## config.mk

```make
export PLATFORM = sky130hd
export DESIGN_NAME = dmem_arbiter
export DESIGN_NICKNAME = d
export VERILOG_FILES = /design/src/rtl/dmem_arb_pkg.sv /design/src/rtl/dmem_arbiter_rr_arb2.sv /design/src/rtl/dmem_arbiter.sv
export SDC_FILE = /design/constraint.sdc
export NUM_CORES = 1
export LEC_CHECK = 0
export BUFFER_PORTS_ARGS = -buffer_cell sky130_fd_sc_hd__buf_2
export CORE_AREA = 2 2 205 207
export DETAILED_ROUTE_END_ITERATION = 12
export DIE_AREA = 0 0 207 209
export GPL_TIMING_DRIVEN = 1
export PLACE_DENSITY = 0.36
export SETUP_SLACK_MARGIN = 0.15
export SLEW_MARGIN = 20
export SYNTH_ARGS = -nofsm -noshare
export SYNTH_HDL_FRONTEND = slang
export SYNTH_SLANG_ARGS = --single-unit
export TNS_END_PERCENT = 5
```

## constraint.sdc

```tcl
create_clock -name clk -period 2.8 [get_ports clk]
set_clock_uncertainty 0.15 [all_clocks]
set_input_delay 0.56 -clock clk [delete_from_list [all_inputs] [get_ports clk]]
set_output_delay 0.56 -clock clk [all_outputs]
set_load 0.005 [all_outputs]
```

## src/rtl/dmem_arb_pkg.sv

```systemverilog
// Shared types for the two-port DataMemory arbiter.
package dmem_arb_pkg;
   localparam int NPORT = 2;

   typedef enum logic {
      IDLE = 1'b0,
      RESP = 1'b1
   } arb_state_t;

   typedef logic port_id_t;
endpackage

```

## src/rtl/dmem_arbiter_rr_arb2.sv

```systemverilog
// Two-way round-robin pick: the port that did not win last time gets priority.
module rr_arb2
   import dmem_arb_pkg::*;
(
   input  logic [NPORT-1:0] valid,
   input  port_id_t         last,
   output port_id_t         grant,
   output logic             grant_valid
);

   always_comb begin
      grant_valid = |valid;
      if (&valid) begin
         grant = ~last;
      end else begin
         grant = valid[1];
      end
   end

endmodule

```

## src/rtl/dmem_arbiter.sv

```systemverilog
// Round-robin arbiter sharing the single-port DataMemory between core (port 0)
// and debug/loader (port 1); one outstanding transaction, registered response.
module dmem_arbiter
   import dmem_arb_pkg::*;
#(
   parameter int DATA_W = 64,
   parameter int DEPTH  = 32
) (
   input  logic                         clk,
   input  logic                         reset,
   input  logic [NPORT-1:0]             req_valid,
   output logic [NPORT-1:0]             req_ready,
   input  logic [NPORT-1:0]             req_we,
   input  logic [NPORT-1:0][DATA_W-1:0] req_addr,
   input  logic [NPORT-1:0][DATA_W-1:0] req_wdata,
   output logic [NPORT-1:0]             rsp_valid,
   input  logic [NPORT-1:0]             rsp_ready,
   output logic [DATA_W-1:0]            rsp_rdata,
   output logic                         rsp_err,
   output logic                         mem_we,
   output logic [DATA_W-1:0]            mem_addr,
   output logic [DATA_W-1:0]            mem_wdata,
   input  logic [DATA_W-1:0]            mem_rdata
);

   localparam logic [DATA_W-1:0] DEPTH_W = DATA_W'(DEPTH);

   arb_state_t        state_reg, state_next;
   port_id_t          last_grant_reg;
   port_id_t          owner_reg;
   logic [NPORT-1:0]  rsp_valid_reg;
   logic [DATA_W-1:0] rsp_rdata_reg;
   logic              rsp_err_reg;

   port_id_t          grant;
   logic              grant_valid;
   logic              grant_en;
   logic              accept;
   logic              rsp_done;
   logic              in_range;
   logic [DATA_W-1:0] sel_addr;
   logic [DATA_W-1:0] sel_wdata;
   logic              sel_we;

   rr_arb2 u_rr_arb2 (
      .valid       (req_valid),
      .last        (last_grant_reg),
      .grant       (grant),
      .grant_valid (grant_valid)
   );

   assign sel_addr  = req_addr[grant];
   assign sel_wdata = req_wdata[grant];
   assign sel_we    = req_we[grant];
   // Full-width compare: huge addresses must not alias into the memory.
   assign in_range  = (sel_addr < DEPTH_W);

   // A request seen during reset is never accepted, so no write can slip through.
   assign grant_en  = (state_reg == IDLE) && grant_valid && !reset;
   assign accept    = grant_en;
   assign rsp_done  = (state_reg == RESP) && rsp_ready[owner_reg];

   always_ff @(posedge clk) begin
      if (reset) begin
         state_reg <= IDLE;
      end else begin
         state_reg <= state_next;
      end
   end

   always_comb begin
      state_next = state_reg;
      case (state_reg)
         IDLE:    if (accept)   state_next = RESP;
         RESP:    if (rsp_done) state_next = IDLE;
         default: state_next = IDLE;
      endcase
   end

   generate
      for (genvar gi = 0; gi < NPORT; gi++) begin : g_ready
         assign req_ready[gi] = grant_en && (grant == port_id_t'(gi));
      end
   endgenerate

   always_comb begin
      mem_we    = 1'b0;
      mem_addr  = '0;
      mem_wdata = '0;
      if (grant_en) begin
         mem_we    = sel_we && in_range;
         mem_addr  = sel_addr;
         mem_wdata = sel_wdata;
      end
   end

   always_ff @(posedge clk) begin
      if (reset) begin
         last_grant_reg <= 1'b1;
         owner_reg      <= 1'b0;
         rsp_valid_reg  <= '0;
         rsp_rdata_reg  <= '0;
         rsp_err_reg    <= 1'b0;
      end else if (accept) begin
         last_grant_reg <= grant;
         owner_reg      <= grant;
         rsp_valid_reg  <= (grant == 1'b1) ? 2'b10 : 2'b01;
         rsp_rdata_reg  <= (!sel_we && in_range) ? mem_rdata : '0;
         rsp_err_reg    <= !in_range;
      end else if (rsp_done) begin
         rsp_valid_reg  <= '0;
      end
   end

   assign rsp_valid = rsp_valid_reg;
   assign rsp_rdata = rsp_rdata_reg;
   assign rsp_err   = rsp_err_reg;

endmodule

```

# Word-level counts from Yosys, hierarchy flattened
# Cells that the tools add are included.
[op_classes] n_lt_le_gt_ge=3 n_reduce_logical=13 mux=19 bitwise=3
[op_table] cell="2-to-1 mux 64 bit" n=7
[op_table] cell="less-than comparator 64 x 6 -> 1 bit, second input constant" n=1
[op_table] cell="2-to-1 mux 1 bit" n=8
[op_table] cell="logical AND 1 bit" n=7
[op_table] cell="2-to-1 mux 2 bit" n=3
[op_table] cell="less-than comparator 1 x 2 -> 1 bit, second input constant" n=2
[op_table] cell="zero test 1 bit" n=3
[op_table] cell="inverter 1 bit" n=3
[op_table] cell="case mux 1 bit (2 select lines)" n=1
[op_table] cell="AND reduction 2 bit" n=1
[op_table] cell="nonzero test 2 bit" n=1
[op_table] cell="OR reduction 2 bit" n=1
[totals] regBits=70 wordCells=44 output_inout_bits=198

# Logic depth before layout (Yosys ltp)
# Gate-level depths: netlist of run 1.
[logic_depth] ltp_word=7 ltp_mapped=8 depth_no_buf=5

# Cells and area by module
# Synthesis of run 1 repeated with hierarchy kept, for this count alone.
[unflattened] hier_cells=501 hier_area_um2=4389.2
[modules_own_cells] mod="dmem_arbiter" area_each_um2=4375.4 n_inst=1 cells_per_inst=499
[modules_own_cells] mod="rr_arb2" area_each_um2=13.8 n_inst=1 cells_per_inst=2

# Worst setup path before layout of run 1
# No wires, ideal clock.
[synth_path] path_type="input to output" startpoint="in req_valid[1]" endpoint="out mem_we" arrival_ns=1.941 cell_stages=7 path_buffers=2 slack_ns=0.149 cell_sequence="a21bo_1 buf_6 or4_1 nor2_1 buf_4 nor2_1 a2111oi_2"
[synth_between] elab_chain_cells=7 word_cells_on_any_way=12 classes_between="order compare (1); mux (6); reduce/logical (5)"
[synth_lines] element="from (decl)" line_no="dmem_arbiter.sv:11" source="input logic [NPORT-1:0] req_valid,"
[synth_lines] element="AND reduction 2 bit" line_no="dmem_arbiter_rr_arb2.sv:13" source="if (&valid) begin"
[synth_lines] element="2-to-1 mux 1 bit" line_no="dmem_arbiter_rr_arb2.sv:13"
[synth_lines] element="2-to-1 mux 64 bit (not written as such) (2 in series)" line_no="dmem_arbiter.sv:52" source="assign sel_addr = req_addr[grant];"
[synth_lines] element="less-than comparator 64 x 6 -> 1 bit" line_no="dmem_arbiter.sv:56" source="assign in_range = (sel_addr < DEPTH_W);"
[synth_lines] element="logical AND 1 bit" line_no="dmem_arbiter.sv:91" source="mem_we = sel_we && in_range;"
[synth_lines] element="2-to-1 mux 1 bit (*)" line_no="dmem_arbiter.sv:90" source="if (grant_en) begin"
[synth_lines] element="to (decl)" line_no="dmem_arbiter.sv:20" source="output logic mem_we,"
# Mark *: on every way between the ends. The rest lies on a longest branch, timed or not. The select of a mux whose other input is x is not followed.

# Final worst setup path of run 1
[layout_path] startpoint="in req_addr[89] in the netlist's numbering" endpoint="out mem_we"
[layout_between] elab_chain_cells=5
[layout_lines] element="from (decl)" line_no="dmem_arbiter.sv:14" source="input logic [NPORT-1:0][DATA_W-1:0] req_addr,"
[layout_lines] element="2-to-1 mux 64 bit (not written as such) (2 in series)" line_no="dmem_arbiter.sv:52"
[layout_lines] element="less-than comparator 64 x 6 -> 1 bit" line_no="dmem_arbiter.sv:56"
[layout_lines] element="logical AND 1 bit" line_no="dmem_arbiter.sv:91"
[layout_lines] element="2-to-1 mux 1 bit" line_no="dmem_arbiter.sv:90"
# Every way passes these cells. The select of a mux whose other input is x is not followed.

==> results of run 1 <==
[metal layers]
metal / GRT usage (%) / part of all wire (%)
met1: 20.0 / 39
met2: 30.1 / 50
met3: 5.35 / 7.8
met4: 7.51 / 3.1
met5: 0 / 0.067
[stage by stage]
step	hold WS (ns)	cell area [um2]	setup TNS [ns]	power [mW]
after floorplan	0.286	5330	0	1.43
after global placement	0.280	8830	-10.53	2.07
after detailed placement	0.286	8830	-10.54	2.06
after CTS	0.294	9830	-0.398	3.43
after global routing	0.312	9990	-0.837	3.59
final	0.291	9990	-0.146	3.38
[critical path: stages]
cell       delay [ns]
buf_2            0.12
nor4_4           0.31
buf_4            0.15
nand4_1          0.17
nor2_2           0.18
o21ai_4          0.09
a2111oi_4        0.32
buf_4            0.19
buf_6            0.09
[cell usage after synthesis (all sizes together), types with 2 or more instances]
master / n / share of area (%)
nor4: 24 / 2.8
clkbuf: 76 / 5.4
and3: 64 / 7.5
dfxtp: 70 / 26
nor2: 13 / 0.92
o21ai: 67 / 6.3
a21oi: 129 / 12
o211ai: 64 / 9.0
nor3: 6 / 0.56
buf: 16 / 2.2
or4: 2 / 0.28
nand4: 5 / 0.59
nand2: 327 / 23
nand3: 2 / 0.19
a21o: 3 / 0.42
[where the power goes]
| group | internal, mW | switching [mW] | total [mW] |
|---|---|---|---|
| combinational | 0.569 | 0.667 | 1.24 |
| clock | 0.688 | 0.442 | 1.13 |
| sequential | 1.01 | 0.0102 | 1.02 |
[cell families (layout without fill, tap and decap cells)]
kind of cell | count (synthesis) | count (layout) | synth area share, %
AOI/OAI and AO/OA | 270 | 270 | 29.5
DFF | 70 | 70 | 26.3
muxes | 1 | 1 | 0.211
buffers and inverters | 93 | 625 | 7.75
other | 0 | 10 | 0
and+or+nand+nor | 446 | 446 | 36.3
[area by class of cell]
cell class / instances / area [um2] / area share, %
diodes: 10 / 25.0 / 0.250
clock buffers: 12 / 236 / 2.37
clock inverters: 4 / 47.5 / 0.476
inverters: 1 / 3.75 / 0.0376
multi-input cells: 717 / 3880 / 38.8
flip-flops and latches: 70 / 1410 / 14.1
well taps: 539 / 674 / 6.75
repair buffers: 608 / 3730 / 37.3
[repair_timing]
| item | CTS | global route |
|---|---|---|
| endpoints found under the setup margin | 169 | 128 |
| pin swaps | 8 | 2 |
| endpoints found under the hold margin | 0 | 0 |
| setup buffers | 10 | 1 |
| cloned | 10 | 0 |
| resized for setup | 66 | 37 |
[layout by cell type, fill, tap and decap left out, types with 3 or more instances in the layout]
cell       count
a21o_1         3
a21oi_1      108
a21oi_2       16
a21oi_4        5
and3_1        64
buf_12         8
buf_16        13
buf_2        513
buf_4         59
buf_6         12
clkbuf_1       3
clkbuf_16      9
dfxtp_1       69
diode_2       10
nand2_1      326
nand4_1        5
nor2_1         5
nor2_2         3
nor2_4         5
nor3_1         5
nor4_1        13
nor4_2         3
nor4_4         8
o211ai_1      64
o21ai_1       64
[worst max-delay path by stage]
stage / depth (start not counted) / slack (ns) / start / to
after CTS: 8 / -0.15 / last_grant_reg / mem_we
after floorplan: 7 / 0.22 / req_valid[1] / mem_we
after global placement: 9 / -0.41 / req_addr[23] / mem_we
after global routing: 9 / -0.18 / req_addr[89] / mem_we
final: 9 / -0.10 / req_addr[89] / mem_we
after detailed placement: 9 / -0.44 / req_addr[56] / mem_we
==> results_dict.tcl, run 1 <==
set metrics [dict create \
    ys_ff_latch 70 \
    clk-insertion-delay-late_ns 0.33 \
    syn_avg_cell_area_um2 6.06 \
    layoutNonFillerInstCount 1961 \
    hold_class "flop to flop" \
    reg2reg_to "rsp_rdata[14]" \
    ir_worst_vdd_mv 0.247 \
    fin_crit_ns 2.90 \
    hold_start "rsp_rdata[35]" \
    synth_cell_types 32 \
    fin_crit_sh_pct 104 \
    grt_pass1_wl_mm 56.9 \
    syn-num-nets 1208 \
    io_buffers 525 \
    tightest_slew_ns 0.815 \
    grt_pass1_vias 8459 \
    place_inst 1914 \
    dieArea_mm2 0.0433 \
    crit_required_ns 2.09 \
    grt_start_max_net_pins 66 \
    initial_utilization_pct 12.9 \
    drc 0 \
    io_pins 526 \
    crit_type "input port to output port" \
    synth_edf_count 0 \
    maxSlewHeadroom_pct 45.7 \
    drive_gt1_share_pct 47.7 \
    worst_setup_path_end_kind "output port" \
    synthCells 880 \
    wirelength_mm 40.2 \
    syn_area_mm2 0.00533 \
    grt_antenna_before_repair 16 \
    violations "setup timing" \
    finalSetupViolCount 3 \
    die_width_um 207 \
    largest_reg_flops 64 \
    min_to "rsp_rdata[35]" \
    fillerInstances 4802 \
    status "finished, violations left" \
    h-tree-depth 3 \
    place_congestion 0.932 \
    cts_num_sinks 70 \
    final_max_slew_viol_count 0 \
    p_leak_nw 4.99 \
    fin_ws_ns -0.101 \
    cts_buffers 9 \
    cts_hold_buf 0 \
    async_flop_share_pct 0 \
    gr-total-overflow 0 \
    cp.arrival_ns 2.19 \
    rows 75 \
    worstReg2RegStart "last_grant_reg" \
    synthFlopType "dfxtp_1" \
    drtPass1Iterations 7 \
    seq_area_frac_synth_pct 26.3 \
    start_kind "input port" \
    tritoncts "done" \
    syn_to_final_growth_pct 87.6 \
    fmax_mhz 345 \
    drt_iter0_drc 441 \
    wl_per_cell_um 20.5 \
    fp.coreArea_mm2 0.0413 \
    vias 8562 \
    die_height_um 209 \
    hold_depth 2 \
    avgViaCountPerCell 4.37 \
    dp_slack_ns -0.444 \
    fin_nets 1735 \
    rsz0062_at_grt "yes" \
    cts.clk_slew.worst_paths_ns 0.05 \
    ant_nets 0 \
    final_hold_viol_count 0 \
    cts.path.max_buffers 2 \
    fin_util_pct 24.2 \
    track_usage_pct 17.5 \
    crit_fanout 2 \
    maxCapViolCount 0 \
    r2r_cells 7 \
    hpwl_mm 30.0 \
    power_density_mw_per_mm2 338 \
    regToRegSetupSlack_ns 0.45 \
    clockRootBuffer "clkbuf_16" \
    synth.yosys.warnings 0 \
]
No activity file was read; power rests on OpenSTA's default activity.
==> run 2, diff against run 1 <==
- CORE_AREA: 2 2 205 207 -> 2 2 203 205
- DIE_AREA: 0 0 207 209 -> 0 0 205 207
- PLACE_DENSITY: 0.36 -> 0.35
- SYNTH_HIERARCHICAL: unset -> 1
- clock period: 2.8 -> 2.33 ns (I/O delays scaled with it)
==> results_dict.tcl, run 2 <==
set metrics [dict create \
    rows 74 \
    power_frac_clock_pct 35.4 \
    syn_avg_cell_area_um2 8.76 \
    syn_area_mm2 0.00439 \
    fillerInstances 4590 \
    cts_num_sinks 70 \
    fin_crit_sh_pct 121 \
    hold_class "input port to flop" \
    hpwl_mm 24.2 \
    die_height_um 207 \
    synthCells 501 \
    crit_required_ns 1.71 \
    seq_area_frac_synth_pct 31.9 \
    track_usage_pct 12.7 \
    fin_util_pct 22.7 \
    worstReg2RegStart "last_grant_reg" \
    start_kind "input port" \
    cts_hold_buf 0 \
    vias 6274 \
    cp.arrival_ns 2.21 \
    synthFlopType "dfxtp_1" \
    synth.yosys.warnings 6 \
    maxCapViolCount 0 \
    final_hold_viol_count 0 \
    tightest_slew_ns 0.529 \
    synth_top_area_share_pct 31.9 \
    yosysMostFrequentCell "nor2_1" \
    clk-insertion-delay-late_ns 0.33 \
    rsz0062_at_grt "yes" \
    min_to "rsp_rdata[12]" \
    cts.clk_slew.worst_paths_ns 0.06 \
    p_sw_share_pct 29.8 \
    place_congestion 0.900 \
    fmax_mhz 354 \
    drtPass1Iterations 4 \
    fin_crit_ns 2.82 \
    final_max_slew_viol_count 0 \
    regToRegSetupSlack_ns -0.12 \
    drt_iter0_drc 215 \
    grt_start_max_net_pins 64 \
    io_pins 526 \
    cts_buffers 9 \
    ys_ff_latch 70 \
    synth.largest_area_cell "dfxtp_1" \
    intPower_mw 2.76 \
    drive_gt1_share_pct 62.1 \
    p_leak_nw 4.77 \
    worst_setup_path_end_kind "output port" \
    layout_common_cells "buf_2, nor2_1, mux2i_1, buf_4, dfxtp_1" \
    clockRootBuffer "clkbuf_16" \
    power_switching_mw 1.17 \
    drc 0 \
    fp.coreArea_mm2 0.0404 \
    io_buffers 525 \
    reg2reg_to "rsp_rdata[31]" \
    wl_per_cell_um 18.0 \
    hold_depth 2 \
    maxSlewHeadroom_pct 64.4 \
    final_common_cell "buf_2" \
    combPwrFrac_pct 33.7 \
    avgViaCountPerCell 3.82 \
    power_density_mw_per_mm2 429 \
    hold_ws_ns 0.186 \
    p_total_mw 3.92 \
    fin_ws_ns -0.491 \
    gr-total-overflow 0 \
    syn_to_final_growth_pct 109 \
    initial_utilization_pct 10.9 \
    finalSetupViolCount 190 \
    tritoncts "done" \
    h-tree-depth 3 \
    r2r_cells 10 \
    tns_ns -30.13 \
    grt_pass1_wl_mm 40.1 \
    die_width_um 205 \
    ant_nets 0 \
    yosys-top-cells-count "nor2_1, mux2i_1, dfxtp_1" \
    syn-num-nets 829 \
    status "finished, violations left" \
    dieArea_mm2 0.0424 \
    grt_antenna_before_repair 16 \
    synth_cell_types 30 \
    fin_nets 1421 \
    hold_start "mem_rdata[12]" \
    synth_edf_count 0 \
    ir_worst_vdd_mv 0.244 \
    largest_reg_flops 64 \
    cts.path.max_buffers 2 \
    crit_fanout 2 \
    async_flop_share_pct 0 \
    grt_pass1_vias 6463 \
    synth_area_leaders "dfxtp_1, mux2i_1, a22o_1, nor2_1, nor4_1" \
    wirelength_mm 29.5 \
    p_seq_share_pct 30.9 \
    crit_type "input port to output port" \
    violations "setup timing" \
]
run 2: changes by cell type in the layout (fill, tap and decap cells not counted), sizes merged, moves of 65 or more:
cell   previous run  this run
a21oi           129         4
nand2           327         2
a22o              0        65
o21ai            67         1
mux2i             0       129
nor2             13       132
run 2: metrics by stage:
stage | setup slack, ns | cells | instance area, um2
after global routing | -0.713 | 1638 | 9140
after detailed placement | -0.734 | 1588 | 8160
final | -0.491 | 1643 | 9150
after global placement | -0.722 | 1588 | 8160
after CTS | -0.595 | 1613 | 8780
after floorplan | 0.115 | 501 | 4460
run 2: kinds of logic after synthesis:
group                  count (synthesis)  share of synthesized area [%]
flip-flops                            70                           31.9
AND/OR/NAND/NOR                      180                           18.6
AO/OA/AOI/OAI                         76                           14.9
multiplexers                         130                           29.7
buffers and inverters                 45                           4.96
run 2: layout make-up:
type                       instances  area [um2]  share of cell area, %
multi-input combinational        386        2980                   32.5
antenna                           13        32.5                  0.355
inverter                           2        7.51                 0.0820
clock inverter                     7        72.6                  0.793
tap                              532         666                   7.27
sequential                        70        1400                   15.3
clock buffer                       9         225                   2.46
timing repair buffer             624        3770                   41.2
run 2: power by group through the flow:
stage,Sequential [mW],Clock (mW),Combinational (mW)
floorplan,1.24,0,0.452
global placement,1.24,0,1.15
detailed placement,1.24,0,1.15
CTS,1.21,1.44,1.26
global route,1.21,1.48,1.43
finish,1.21,1.39,1.32
run 2: repair_timing:
action | CTS | global route
buffers inserted | 6 | 12
gates resized for setup | 40 | 26
setup endpoints to repair | 196 | 195
gates cloned | 3 | 5
pin swaps | 43 | 32
run 2: critical path: stages:
cell	delay, ns
buf_2	0.11
nor4_2	0.34
buf_4	0.17
nand4_1	0.13
or3_4	0.44
a21oi_2	0.21
nor3b_2	0.18
buf_2	0.16
run 2: worst max path at each step:
| stage | startpoint | end | cells past startpoint | slack (ns) |
|---|---|---|---|---|
| 2_1_floorplan | req_valid[1] | mem_we | 7 | 0.11 |
| 3_3_place_gp | req_addr[23] | mem_we | 8 | -0.72 |
| 3_5_place_dp | req_addr[23] | mem_we | 8 | -0.73 |
| 4_1_cts | last_grant_reg | mem_we | 8 | -0.59 |
| 5_1_grt | last_grant_reg | mem_we | 8 | -0.71 |
| 6_report | req_addr[18] | mem_we | 8 | -0.49 |
run 2: routing by layer:
metal / global-route usage, % / share of wire, %
met5: 0 / 0
met4: 5.21 / 3.2
met3: 2.80 / 7.0
met2: 24.1 / 53
met1: 13.2 / 37
==> run 3, diff against run 2 <==
- BUFFER_PORTS_ARGS: -buffer_cell sky130_fd_sc_hd__buf_2 -> -buffer_cell sky130_fd_sc_hd__buf_4
==> results_dict.tcl, run 3 (same netlist as run 2, synthesis figures left out) <==
set metrics [dict create \
    grt_antenna_before_repair 2 \
    drt_iter0_drc 220 \
    crit_path_end "mem_we" \
    layoutNonFillerInstCount 1614 \
    worst_setup_path_end_kind "output port" \
    crit_fanout 4 \
    avgViaCountPerCell 3.81 \
    fin_crit_ns 2.85 \
    drtPass1Iterations 4 \
    tritoncts "done" \
    clk-insertion-delay-late_ns 0.33 \
    io_buffers 525 \
    grt_pass1_wl_mm 42.5 \
    ant_nets 0 \
    fin_nets 1403 \
    grt_start_max_net_pins 47 \
    r2r_cells 9 \
    dieArea_mm2 0.0424 \
    largest_reg_flops 64 \
    start_kind "flop" \
    hold_class "input port to flop" \
    cts_hold_buf 0 \
    maxCapViolCount 0 \
    place_inst 1580 \
    ir_worst_vdd_mv 0.319 \
    place_congestion 0.823 \
    p_leak_nw 5.01 \
    power_density_mw_per_mm2 414 \
    status "finished, violations left" \
    maxSlewHeadroom_pct 60.5 \
    worstReg2RegStart "last_grant_reg" \
    wl_per_cell_um 19.0 \
    finalSetupViolCount 186 \
    tns_ns -33.92 \
    vias 6142 \
    initial_utilization_pct 10.9 \
    regToRegSetupSlack_ns -0.16 \
    fin_ws_ns -0.522 \
    final_hold_viol_count 0 \
    reg2reg_to "rsp_rdata[31]" \
    track_usage_pct 13.6 \
    cp-startpoint "last_grant_reg" \
    syn_to_final_growth_pct 133 \
    crit_type "flop to output port" \
    layout_common_cells "buf_4, nor2_1, mux2i_1, dfxtp_1, a22o_1" \
    die_height_um 207 \
    io_pins 526 \
    rsz0062_at_grt "yes" \
    clockRootBuffer "clkbuf_16" \
    hpwl_mm 25.1 \
    cts_num_sinks 70 \
    fin_crit_sh_pct 122 \
    die_width_um 205 \
    grt_pass1_vias 6362 \
    final_max_slew_viol_count 0 \
    cts.path.max_buffers 2 \
    cts.clk_slew.worst_paths_ns 0.06 \
    gr-total-overflow 0 \
    final_common_cell "buf_4" \
    drive_gt1_share_pct 59.9 \
    cts_buffers 9 \
    tightest_slew_ns 0.587 \
    drc 0 \
    fillerInstances 4485 \
    h-tree-depth 3 \
    rows 74 \
    cp.arrival_ns 2.24 \
    fmax_mhz 351 \
    wirelength_mm 30.7 \
    violations "setup timing" \
    fp.coreArea_mm2 0.0404 \
    crit_required_ns 1.71 \
]
run 3: per-stage QoR:
step | instance area [um2] | util, % | setup WS [ns] | hold slack, ns | total power [mW]
6_report | 10200 | 25.4 | -0.522 | 0.185 | 4.24
5_1_grt | 10200 | 25.4 | -0.701 | 0.176 | 4.45
2_1_floorplan | 4460 | - | 0.115 | 0.285 | 1.69
3_5_place_dp | 9440 | 23.4 | -0.687 | 0.299 | 2.62
3_3_place_gp | 9440 | 23.4 | -0.679 | 0.296 | 2.63
4_1_cts | 10100 | 25.1 | -0.637 | 0.168 | 4.28
run 3: worst max-delay path, cell delays in order (launching register included):
cell,delay (ns)
dfxtp_2,0.34
a21boi_4,0.24
buf_12,0.15
nor4b_4,0.18
nand4_1,0.22
a22o_1,0.29
a21oi_2,0.14
nor3b_2,0.19
buf_4,0.15
run 3: what timing repair did:
action / CTS / global route
endpoints found under the setup margin: 196 / 195
pin swaps: 43 / 31
buffers inserted: 6 / 2
gates cloned: 6 / 2
resized for setup: 33 / 10
run 3: per-layer routing:
layer	global-route usage, %	part of all wire [%]	wire length [um]	up-vias
met1	14.1	36	11000	2827
met2	26.2	54	16500	308
met3	3.78	8.3	2540	26
li1	-	-	-	2981
met4	3.67	2.4	751	0
met5	0	0	0	-
run 3: cell type report:
type                            instances  area [um2]  share of cell area (%)
Tap cell                              532         666                    6.50
Inverter                                2        7.51                  0.0733
Multi-Input combinational cell        386        2880                    28.1
Timing Repair Buffer                  606        4960                    48.4
Clock buffer                           11         243                    2.37
Sequential cell                        70        1400                    13.7
Antenna cell                            2        5.00                  0.0489
Clock inverter                          5        82.6                   0.806
run 3: report_power, final:
part	switching, mW	internal [mW]	total [mW]
clock	0.531	0.969	1.50
sequential	0.00726	1.21	1.21
combinational	0.599	0.924	1.52
run 3: worst min-delay path by stage:
| stage | start | to | slack, ns | cells past startpoint |
|---|---|---|---|---|
| final | mem_rdata[43] | rsp_rdata[43] | 0.19 | 2 |
| after global placement | owner_reg | owner_reg | 0.30 | 1 |
| after floorplan | owner_reg | owner_reg | 0.29 | 1 |
| after global routing | mem_rdata[14] | rsp_rdata[14] | 0.18 | 2 |
| after CTS | mem_rdata[40] | rsp_rdata[40] | 0.17 | 2 |
| after detailed placement | rsp_valid[0] | rsp_valid[0] | 0.30 | 1 |
